## config.mk

```make
export PLATFORM = sky130hd
export DESIGN_NAME = alu_expect_fifo
export DESIGN_NICKNAME = d
export VERILOG_FILES = /design/src/rtl/alu_result_checker_pkg.sv /design/src/rtl/alu_expect_fifo.sv
export SDC_FILE = /design/constraint.sdc
export NUM_CORES = 1
export LEC_CHECK = 0
export ABC_AREA = 1
export BUFFER_PORTS_ARGS = -buffer_cell sky130_fd_sc_hd__buf_2
export CORE_MARGIN = 8
export CORE_UTILIZATION = 35
export CTS_CLUSTER_DIAMETER = 100
export DETAILED_ROUTE_END_ITERATION = 8
export REMOVE_ABC_BUFFERS = 1
export SKIP_CTS_REPAIR_TIMING = 1
export SYNTH_ARGS = -nofsm -noshare
export SYNTH_HDL_FRONTEND = slang
export SYNTH_SLANG_ARGS = --single-unit
```

## constraint.sdc

```tcl
create_clock -name clock -period 1.8 [get_ports clock]
set_input_delay 0.54 -clock clock [delete_from_list [all_inputs] [get_ports clock]]
set_output_delay 0.54 -clock clock [all_outputs]
set_load 0.02 [all_outputs]
```

## src/rtl/alu_result_checker_pkg.sv

```systemverilog
// Shared types for the ALU result checker: opcode and checker-state encodings,
// plus the default-width expectation entry.
package pkg_testbench_defs;

  localparam int unsigned ALU_DATA_WIDTH = 8;

  typedef enum logic [3:0] {
    ALU_ADD = 4'd0,
    ALU_SUB = 4'd1,
    ALU_AND = 4'd2,
    ALU_OR  = 4'd3,
    ALU_XOR = 4'd4,
    ALU_NOT = 4'd5,
    ALU_SHL = 4'd6,
    ALU_SHR = 4'd7
  } alu_op_t;

  typedef enum logic [1:0] {
    ST_IDLE   = 2'd0,
    ST_ACTIVE = 2'd1,
    ST_DRAIN  = 2'd2,
    ST_ERROR  = 2'd3
  } checker_state_t;

  typedef struct packed {
    logic                      skip;
    logic                      carry;
    logic                      zero;
    logic [ALU_DATA_WIDTH-1:0] data;
  } exp_entry_t;

endpackage

```

## src/rtl/alu_expect_fifo.sv

```systemverilog
// In-order expectation FIFO; caller guarantees push is only asserted when
// not full or when a pop happens in the same cycle.
module alu_expect_fifo
  import pkg_testbench_defs::*;
#(
  parameter int unsigned WIDTH = $bits(exp_entry_t),
  parameter int unsigned DEPTH = 8
) (
  input  logic                     clock,
  input  logic                     reset_n,
  input  logic                     clear,
  input  logic                     push,
  input  logic                     pop,
  input  logic [WIDTH-1:0]         wdata,
  output logic [WIDTH-1:0]         rdata,
  output logic                     full,
  output logic                     empty,
  output logic [$clog2(DEPTH):0]   count
);

  localparam int unsigned PW = $clog2(DEPTH);
  localparam logic [PW:0] FULL_COUNT = (PW+1)'(DEPTH);

  logic [WIDTH-1:0] mem [DEPTH];
  logic [PW-1:0]    wr_ptr;
  logic [PW-1:0]    rd_ptr;

  assign rdata = mem[rd_ptr];
  assign full  = (count == FULL_COUNT);
  assign empty = (count == '0);

  // Storage needs no reset: pointers and count alone define validity.
  always_ff @(posedge clock) begin
    if (push && !clear) mem[wr_ptr] <= wdata;
  end

  always_ff @(posedge clock or negedge reset_n) begin
    if (!reset_n) begin
      wr_ptr <= '0;
      rd_ptr <= '0;
      count  <= '0;
    end else if (clear) begin
      wr_ptr <= '0;
      rd_ptr <= '0;
      count  <= '0;
    end else begin
      if (push) wr_ptr <= wr_ptr + 1'b1;
      if (pop)  rd_ptr <= rd_ptr + 1'b1;
      case ({push, pop})
        2'b10:   count <= count + 1'b1;
        2'b01:   count <= count - 1'b1;
        default: count <= count;
      endcase
    end
  end

endmodule

```

==> impl_summary.log <==
[metrics] via count of the first global-routing pass: 2785
[metrics] total of flip-flops plus latches after synthesis: 98
[metrics] Yosys top cell area share: 64.1%
[metrics] failing checks: negative setup slack
[metrics] Top delay family on crit path: flip-flops
[metrics] Worst Setup Path Type: reg2out
[metrics] number of sinks handled by clock tree synthesis: 98
[metrics] final core utilization: 45.9%
[metrics] die area: 15500 um^2
[metrics] worst relative slew slack: 82.5%
[metrics] number of distinct library cell variants in the gate-level netlist after synthesis: 20
[metrics] standard-cell row count: 39
[metrics] number of DRC markers in iteration 0: 216
[metrics] buffer and inverter count on the worst path: 3
[metrics] IO Count: 33
[metrics] Inserted Clock Buffers: 9
[metrics] number of DRC violations after detailed routing: 0
[metrics] DR vias/cell: 4.92
[metrics] unrepaired setup endpoints after global routing: true
[metrics] overall track demand over capacity in global routing: 11.6%
[metrics] ANT cells: 0
[metrics] leakage: 2.01 nW
[metrics] CTS tree: yes
[metrics] highest clock frequency the design can meet: 458 MHz
[metrics] fraction of layout instances using a drive strength above 1: 28.3%
[metrics] Worst EP required: 1260 ps
[metrics] Area growth, synth to finish: 27.5%
[metrics] cells taking the most area after synthesis: edfxtp_1 (64%), nor2_1 (7.0%), dfrtp_1 (6.1%)
[metrics] average detailed-routed wire length per instance: 16.5 um
[metrics] cells traversed along the worst timing path: buf_6 -> buf_12 -> nor2_2 -> nor2_1 -> o21ai_1 -> o21ai_1 -> nand2_1 -> nand2_1 -> buf_6
[metrics] sort of element at the start of the critical path: flip-flop
[metrics] TritonRoute pass-1 iters: 6
[metrics] final WL: 9500 um
[metrics] cell types with the highest counts after synthesis: edfxtp_1 (88), nor2_1 (77), nand2_1 (59), o21ai_1 (39), o21ai_0 (36)
[metrics] master of the slowest instance on the critical path: dfrtp_2
[metrics] final critical-path required period: 2180 ps
[metrics] hold slack: 62.8 ps
[metrics] final number of hold-violating endpoints: 0
[metrics] number of enable-type register cells in the synthesized netlist: 88
[metrics] final setup TNS: -4000 ps
[metrics] slew at the pin closest to its max-slew limit: 263 ps
[metrics] number of vias after detailed routing: 2837
[metrics] average instance area after synthesis: 11.4 um^2
[metrics] result of the run: finished, violations left
[metrics] post-placement setup slack: -67.6 ps
[metrics] netlist area before placement: 4130 um^2
[metrics] antenna violation net count after detailed routing: 0
[metrics] initial cell density of the core: 36.0%
[metrics] Fillers: 1027
[metrics] number of slew-limit violations in the final report: 0
[metrics] wire length of the first global-routing pass: 14300 um
[metrics] H-tree levels: 3
[metrics] fraction of the cycle the final worst path needs: 121%
[metrics] last weighted congestion value of the routability-driven placer: 0.770
[metrics] most instantiated library cell after synthesis: edfxtp_1
[metrics] total power consumption of the routed design: 5.21 mW
[metrics] clock transition at the registers of the reported paths: 70 ps
[metrics] worst min path class: in2async
[metrics] total grt overflow: 0
[metrics] floorplan core area: 11500 um^2
[metrics] fin nets: 449
[metrics] count of max-cap constraint violations: 0
[metrics] type of element capturing the critical path: output pin
[metrics] maximum number of pins on one net before global-route repair: 47
[metrics] Worst IR Drop VDD: 419 uV
[metrics] peak fanout along the critical path: 7
[metrics] P per Cell Area: 990 nW/um^2
[metrics] antenna violations before repair: 0
[metrics] die width: 125 um
[metrics] cell accounting for the most synthesized area: edfxtp_1
[metrics] worst clock skew: 4.51 ps
[metrics] clock latency of the later-clocked register in the worst-skew pair: 340 ps
[metrics] data arrival time of the critical path: 1640 ps
[metrics] most frequently used flop master after synthesis: edfxtp_1
[metrics] detailed-placement wirelength estimate: 5810 um
[metrics] min setup slack post-route: -383 ps
[metrics] clock buffer depth: 2
[metrics] CP peak stage delay: 450 ps
[metrics] Die Height: 125 um
[metrics] count of synthesis-stage warnings from yosys: 0
[metrics] total of buffers placed on input and output ports: 32
[metrics] Final setup violation count: 11
[metrics] Synth async-reset ratio: 10.2%
[metrics] cell count after synthesis: 363
[metrics] CTS Root Buffer Type: clkbuf_16
[metrics] fraction of the yosys area taken by sequential cells: 70.1%
## cell families after synthesis
| kind of cell | synth area share [%] |
|---|---|
| and+or+nand+nor | 14.1 |
| DFF | 70.1 |
| AOI/OAI and AO/OA | 9.46 |
| buffers and inverters | 4.85 |
| adders and majority gates | 1.21 |
| xor gates and xnor gates | 0.212 |
## worst paths after layout
path,start,slack (ps),endpoint,cells past startpoint
setup / recovery,rd_ptr[0],-380,rdata[5],9
setup reg to reg,count[1],330,count[2],10
max in group asynchronous,reset_n,1510,rd_ptr[0],1
min in group clock,wdata[0],470,mem[5][0],1
hold reg to reg,count[3],590,count[3],2
hold / removal,reset_n,60,count[2],1
## final cells by class
cell class | instances | area [um^2] | area share [%]
Inverter | 19 | 78.8 | 1.50
Multi-Input combinational cell | 230 | 1150 | 21.9
Clock inverter | 6 | 75.1 | 1.43
Tap cell | 143 | 179 | 3.40
Timing Repair Buffer | 71 | 652 | 12.4
Clock buffer | 10 | 229 | 4.35
Sequential cell | 98 | 2900 | 55.1
## power by group
group	switching (mW)	leakage (nW)	internal, mW
Combinational	0.410	0.943	0.305
Clock	0.840	0.145	1.10
Sequential	0.0308	0.924	2.52
## placed cells by master (no fill, tap or decap), types with 2 or more instances in the layout
master / n
nand2_2: 8
ha_1: 4
o21ai_1: 46
buf_12: 5
nor2_2: 7
buf_6: 13
dfrtp_1: 7
edfxtp_1: 88
clkbuf_16: 12
nand2_1: 54
nor2_4: 11
inv_1: 14
nor2_1: 59
nand3_1: 3
o21ai_0: 29
clkinv_4: 2
dfrtp_2: 3
inv_8: 2
nand3_2: 2
buf_4: 28
a21oi_1: 3
buf_2: 21
inv_2: 4
## metrics by stage
| step | instance area, um^2 | instances |
|---|---|---|
| after floorplan | 4000 | 347 |
| after global placement | 4610 | 551 |
| after detailed placement | 4610 | 551 |
| after CTS | 4910 | 567 |
| after global routing | 5260 | 577 |
| final | 5260 | 577 |
## flip-flops by register name (all words and copies together), names as in the netlist
register and cells:
mem 88, count 4, rd_ptr 3, wr_ptr 3
## layer usage
| metal | vias to the layer above | wire length [um] | global-route usage (%) |
|---|---|---|---|
| li1 | 1382 | - | - |
| met1 | 1373 | 4310 | 14.3 |
| met2 | 74 | 4650 | 19.3 |
| met3 | 8 | 469 | 3.28 |
| met4 | 0 | 76 | 3.19 |
| met5 | - | 0 | 0 |
(Power assumes the default switching activity.)
